===== src/rtl/seg7_display_interface.sv =====
// Four-digit multiplexed common-anode 7-segment driver.
// A load strobe captures a display word into a pending buffer. The pending
// buffer moves to the active buffer only at a frame boundary, so a frame
// never shows a mix of old and new digits. Each digit slot opens with a
// blanking interval that suppresses ghosting. All pins are active-low and
// registered.
module seg7_display_interface #(
  parameter int SCAN_DIV     = 50000, // cycles per digit slot; must exceed BLANK_CYCLES
  parameter int BLANK_CYCLES = 500    // dark cycles at the start of each slot; at least 1
) (
  input  logic        CLK,
  input  logic        RESETn,
  input  logic        iLoad,
  input  logic [15:0] iDigits,
  input  logic [3:0]  iDp,
  input  logic        iLzbEn,
  output logic [6:0]  oSeg,
  output logic        oDp,
  output logic [3:0]  oDigitSel,
  output logic        oFrameDone
);

  localparam int CW = $clog2(SCAN_DIV);
  localparam logic [CW-1:0] CNT_LAST   = CW'(SCAN_DIV - 1);
  localparam logic [CW-1:0] BLANK_LAST = CW'(BLANK_CYCLES - 1);

  typedef enum logic {
    ST_BLANK,
    ST_DRIVE
  } state_t;

  typedef struct packed {
    logic [15:0] digits;
    logic [3:0]  dp;
    logic        lzb;
  } disp_t;

  state_t        state_q, state_d;
  logic [CW-1:0] cnt_q, cnt_d;
  logic [1:0]    idx_q, idx_d;
  disp_t         active_q, active_d;
  disp_t         pending_q, pending_d;
  logic          pend_flag_q, pend_flag_d;
  logic          frame_end;

  logic [6:0]    seg_d;
  logic          dp_d;
  logic [3:0]    sel_d;
  logic [3:0]    nibble;
  logic [3:0]    blank;

  // Hex glyphs, active-low {g,f,e,d,c,b,a}; b and d are lowercase.
  function automatic logic [6:0] decode(input logic [3:0] nib);
    logic [6:0] seg;
    case (nib)
      4'h0: seg = 7'b1000000;
      4'h1: seg = 7'b1111001;
      4'h2: seg = 7'b0100100;
      4'h3: seg = 7'b0110000;
      4'h4: seg = 7'b0011001;
      4'h5: seg = 7'b0010010;
      4'h6: seg = 7'b0000010;
      4'h7: seg = 7'b1111000;
      4'h8: seg = 7'b0000000;
      4'h9: seg = 7'b0010000;
      4'hA: seg = 7'b0001000;
      4'hB: seg = 7'b0000011;
      4'hC: seg = 7'b1000110;
      4'hD: seg = 7'b0100001;
      4'hE: seg = 7'b0000110;
      4'hF: seg = 7'b0001110;
    endcase
    return seg;
  endfunction

  // Slot timing: the counter sweeps the blank part, then the drive part, then
  // advances the digit index. A wrap from digit 3 marks the frame boundary.
  always_comb begin
    // NOTE: every signal gets a default first, so no path through this block
    // leaves a value held, and no latch is inferred.
    state_d   = state_q;
    cnt_d     = cnt_q + CW'(1);
    idx_d     = idx_q;
    frame_end = 1'b0;
    if (cnt_q == CNT_LAST) begin
      cnt_d     = '0;
      state_d   = ST_BLANK;
      idx_d     = idx_q + 2'd1;
      frame_end = (idx_q == 2'd3);
    end else if (cnt_q == BLANK_LAST) begin
      state_d = ST_DRIVE;
    end
  end

  // Double buffering: pending moves to active at the boundary. A load in the
  // same cycle is kept in pending for the next boundary.
  always_comb begin
    active_d    = active_q;
    pending_d   = pending_q;
    pend_flag_d = pend_flag_q;
    if (frame_end && pend_flag_q) begin
      active_d    = pending_q;
      pend_flag_d = 1'b0;
    end
    if (iLoad) begin
      pending_d   = '{digits: iDigits, dp: iDp, lzb: iLzbEn};
      pend_flag_d = 1'b1;
    end
  end

  // Output decode from the next-cycle state, so the registered pins match the
  // slot that the state registers hold in that same cycle.
  always_comb begin
    nibble   = active_d.digits[{idx_d, 2'b00} +: 4];
    blank[3] = active_d.lzb && (active_d.digits[15:12] == 4'h0);
    blank[2] = blank[3] && (active_d.digits[11:8] == 4'h0);
    blank[1] = blank[2] && (active_d.digits[7:4] == 4'h0);
    blank[0] = 1'b0;
    seg_d    = 7'h7F;
    dp_d     = 1'b1;
    sel_d    = 4'hF;
    if (state_d == ST_DRIVE) begin
      sel_d = ~(4'b0001 << idx_d);
      dp_d  = ~active_d.dp[idx_d];
      seg_d = blank[idx_d] ? 7'h7F : decode(nibble);
    end
  end

  // Scan state and display buffers.
  always_ff @(posedge CLK) begin
    // NOTE: sequential state uses non-blocking assignments, so every register
    // samples values from before the edge, whatever the statement order.
    if (!RESETn) begin
      state_q     <= ST_BLANK;
      cnt_q       <= '0;
      idx_q       <= 2'd0;
      // NOTE: the buffers are ordinary registers, not a memory, and they are
      // reset. After reset the display shows 0000 and any stale load is lost.
      active_q    <= '0;
      pending_q   <= '0;
      pend_flag_q <= 1'b0;
    end else begin
      state_q     <= state_d;
      cnt_q       <= cnt_d;
      idx_q       <= idx_d;
      active_q    <= active_d;
      pending_q   <= pending_d;
      pend_flag_q <= pend_flag_d;
    end
  end

  // Registered, glitch-free pins.
  always_ff @(posedge CLK) begin
    if (!RESETn) begin
      oSeg       <= 7'h7F;
      oDp        <= 1'b1;
      oDigitSel  <= 4'hF;
      oFrameDone <= 1'b0;
    end else begin
      oSeg       <= seg_d;
      oDp        <= dp_d;
      oDigitSel  <= sel_d;
      oFrameDone <= frame_end;
    end
  end

endmodule

===== config.mk =====
export PLATFORM = sky130hd
export DESIGN_NAME = seg7_display_interface
export DESIGN_NICKNAME = d
export VERILOG_FILES = /design/src/rtl/seg7_display_interface.sv
export SDC_FILE = /design/constraint.sdc
export NUM_CORES = 1
export LEC_CHECK = 0
export ABC_AREA = 1
export BUFFER_PORTS_ARGS = -buffer_cell sky130_fd_sc_hd__buf_2
export CAP_MARGIN = 20
export CORE_MARGIN = 1
export CORE_UTILIZATION = 27
export CTS_CLUSTER_DIAMETER = 30
export DETAILED_ROUTE_END_ITERATION = 6
export PLACE_DENSITY_LB_ADDON = 0.25
export SLEW_MARGIN = 10
export SYNTH_ARGS = -nofsm -noshare
export SYNTH_HDL_FRONTEND = slang
export SYNTH_SLANG_ARGS = --single-unit

===== constraint.sdc =====
create_clock -name CLK -period 5.3 [get_ports CLK]
set_input_delay 1.06 -clock CLK [delete_from_list [all_inputs] [get_ports CLK]]
set_output_delay 1.06 -clock CLK [all_outputs]
set_load 0.01 [all_outputs]

==> results.tsv <==
stage	metric	value	unit
synth	Post-synth top cells	nand2_1, dfxtp_1, nor2_1, inv_1, nand3_1	
global_route	initial antenna violation count	0	
route	WL/cell	11.3	um
synth	Yosys reg bits	75	
cts	clk sink count	75	
worst_setup_path	crit path capture type	flip-flop	
route	vias post-DR	3040	
route	first-pass iteration count of the detailed router	4	
cts	post-CTS sizing	0	
synth	Mapped Cells	486	
floorplanning	Die Wd	116	um
global_route	vias in the first global route	2853	
cts	Num CTS Buffers	9	
synth	Syn Std Cell Area	3520	um^2
synth	net count after synthesis	518	
route	# DRC	0	
floorplanning	Chip Height	116	um
outcome	status	completed	
route	Total Wirelength	7910	um
worst_setup_path	WP data required	5.52	ns
worst_setup_path	Setup CP Type	reg2reg	
cts	CTS tree	built	
synth	Seq/Total Area, Yosys	42.6	%
finish	Layout area overhead	18.8	%
global_route	final global-route overflow total	0	
sta	Slew Viols, Final	0	
synth	share of flip-flops with an asynchronous set or reset	0	%
global_route	gr usage total	12.8	%
sta	final hold violation count	0	
power_and_ir_drop	Cell Pwr Density	307	nW/um^2
power_and_ir_drop	leakage power	1.82	nW
cts	clk_lat worst skew	0.34	ns
placed_design	RePlAce Congestion	0.786	
sta	Final min period	2.80	ns
sta	Fin Setup TNS	0	ns
floorplanning	Core ar.	12700	um^2
global_route	pin count of the biggest net entering global routing	32	
sta	RSZ-0062 raised after global routing	no	
synth	Yosys Warn Count	0	
cts	Hold Buf Count CTS	0	
sta	period utilization	52.9	%
cts	clk root buf	clkbuf_16	
synth	Mapped Avg Cell Area	7.24	um^2
sta	Max Fclk	357	MHz
synth	Main synth FF type	dfxtp_1	
cts	Clock Path Buffers	2	
placed_design	pre-CTS setup slack	2.39	ns
sta	Max-slew headroom	49.1	%
min_path	HP Class	reg2reg	
synth	post-synth cell types	30	
worst_setup_path	Startpoint Class	flip-flop	
floorplanning	row count	41	
route	DRT antenna net count	0	
cts	H-tree levels	3	
route	initial DRC count	151	
finish	fill count	1370	
synth	largest area contributor in the netlist	dfxtp_1	
finish	share of cells above drive strength 1	18.8	%
synth	Yosys top cell area share	42.6	%
placed_design	placed cells	683	
synth	EDFF count, synth	0	
synth	synth top area cells	dfxtp_1, nand2_1, nor2_1	
worst_setup_path	Arrival @ worst endpoint	3.03	ns
finish	n_diodes	0	
floorplanning	Initial Utilization	27.8	%
cts	Worst-path clk slew	0.06	ns
sta	fin worst setup slack	2.50	ns
sta	measured slew at the worst slew-check pin	0.763	ns
run	max cap viols	0	
synth	most common cell in the netlist	nand2_1	
global_route	first-pass GRT wire length	13500	um
sta	Clock Skew	0.00804	ns
placed_design	post-DP HPWL	5860	um
finish	Final Net Count	554	
worst_setup_path	CP Max Fanout	31	
route	vias per cell	4.35	
power_and_ir_drop	peak supply drop	0.000169	V
cts	Post-CTS Setup Repair Bufs	0	
sta	final setup vio count	0	
placed_design	Buffers on Ports	36	
floorplanning	Die ar.	13500	um^2
finish	Post-Layout Cell Count	699	
floorplanning	I/O pin count	37	
report_power, final:
part	switching [mW]	total [mW]	internal (mW)
logic	0.0257	0.0413	0.0157
registers	0.00996	0.587	0.577
clock network	0.241	0.654	0.413
total	0.277	1.28	1.01
cell usage in the layout, fill, tap and decap left out:
cell type   instances
clkinv_1            2
inv_6               1
nor4_1              1
o21ai_4             1
nor3b_1             2
inv_1              38
ha_1                8
nand2_2            16
or2_2               1
inv_2              10
nor2_4             10
clkinvlp_4          2
bufinv_16           2
inv_4               1
nand4_1            10
nand2_4             3
o211ai_1            1
nand3_1            30
nand2_1           124
o21ai_0            28
nand4_4             1
clkbuf_1            1
a21oi_1            28
clkinv_2            1
clkbuf_16           9
o21ai_1             4
mux2i_1             4
nor2_8              2
nor3_1              1
dfxtp_1            75
nand3_2             1
nor2_1             71
buf_2              36
buf_4               1
nor2_2              1
routing by layer:
| layer | track usage [%] | share of wire [%] |
|---|---|---|
| met1 | 17.2 | 52 |
| met2 | 20.0 | 42 |
| met3 | 3.32 | 4.4 |
| met4 | 4.36 | 1.4 |
| met5 | 0 | 0 |
logic make-up (layout without fill, tap and decap cells):
group,Yosys count,after routing,synth area share (%)
and+or+nand+nor,274,274,37.0
buffers and inverters,63,104,7.21
adders and majority gates,8,8,2.84
AOI/OAI and AO/OA,62,62,9.20
muxes,4,4,1.14
DFF,75,75,42.6
through the flow:
| stage | hold slack [ns] | util [%] | instance area [um^2] | power (mW) |
|---|---|---|---|---|
| floorplan | 0.418 | - | 3520 | 0.622 |
| global placement | 0.433 | 30.5 | 3860 | 0.640 |
| detailed placement | 0.438 | 30.5 | 3860 | 0.641 |
| CTS | 0.450 | 33.0 | 4180 | 1.30 |
| global route | 0.471 | 33.0 | 4180 | 1.34 |
| finish | 0.448 | 33.0 | 4180 | 1.28 |
state kept, by name, indices dropped and copies added, names as in the netlist:
register	count
oSeg	7
active_q	21
cnt_q	16
state_q	1
oFrameDone	1
pend_flag_q	1
idx_q	2
oDigitSel	4
pending_q	21
oDp	1
critical path, cell delays in order, from the launching register on:
cell,delay [ns]
dfxtp_1,0.35
ha_1,0.24
nand3_2,0.15
nor2_4,0.22
nand4_4,0.44
nand2_1,0.22
nand2_1,0.09
nand2_1,0.06
nand2_1,0.07
nor2_1,0.30
ha_1,0.30
nand2_1,0.09
nand2_1,0.05
nand2_1,0.06
nand2_1,0.04
layout make-up:
class                   instances  area, um^2  area share, %
multi-input cells             348        1770           42.2
inverters                      51         194           4.64
repair buffers                 37         188           4.49
well taps                     172         215           5.15
flip-flops and latches         75        1500           35.9
clock buffers                  10         229           5.48
clock inverters                 6        88.8           2.12
worst paths after layout:
path,start,cells after the start,endpoint,slack (ns)
min,cnt_q[0],1,cnt_q[0],0.45
max reg2reg,cnt_q[0],14,oSeg[1],2.50
max,cnt_q[0],14,oSeg[1],2.50
min reg2reg,cnt_q[0],1,cnt_q[0],0.45
Note: power is estimated with default switching activity, not from simulation.
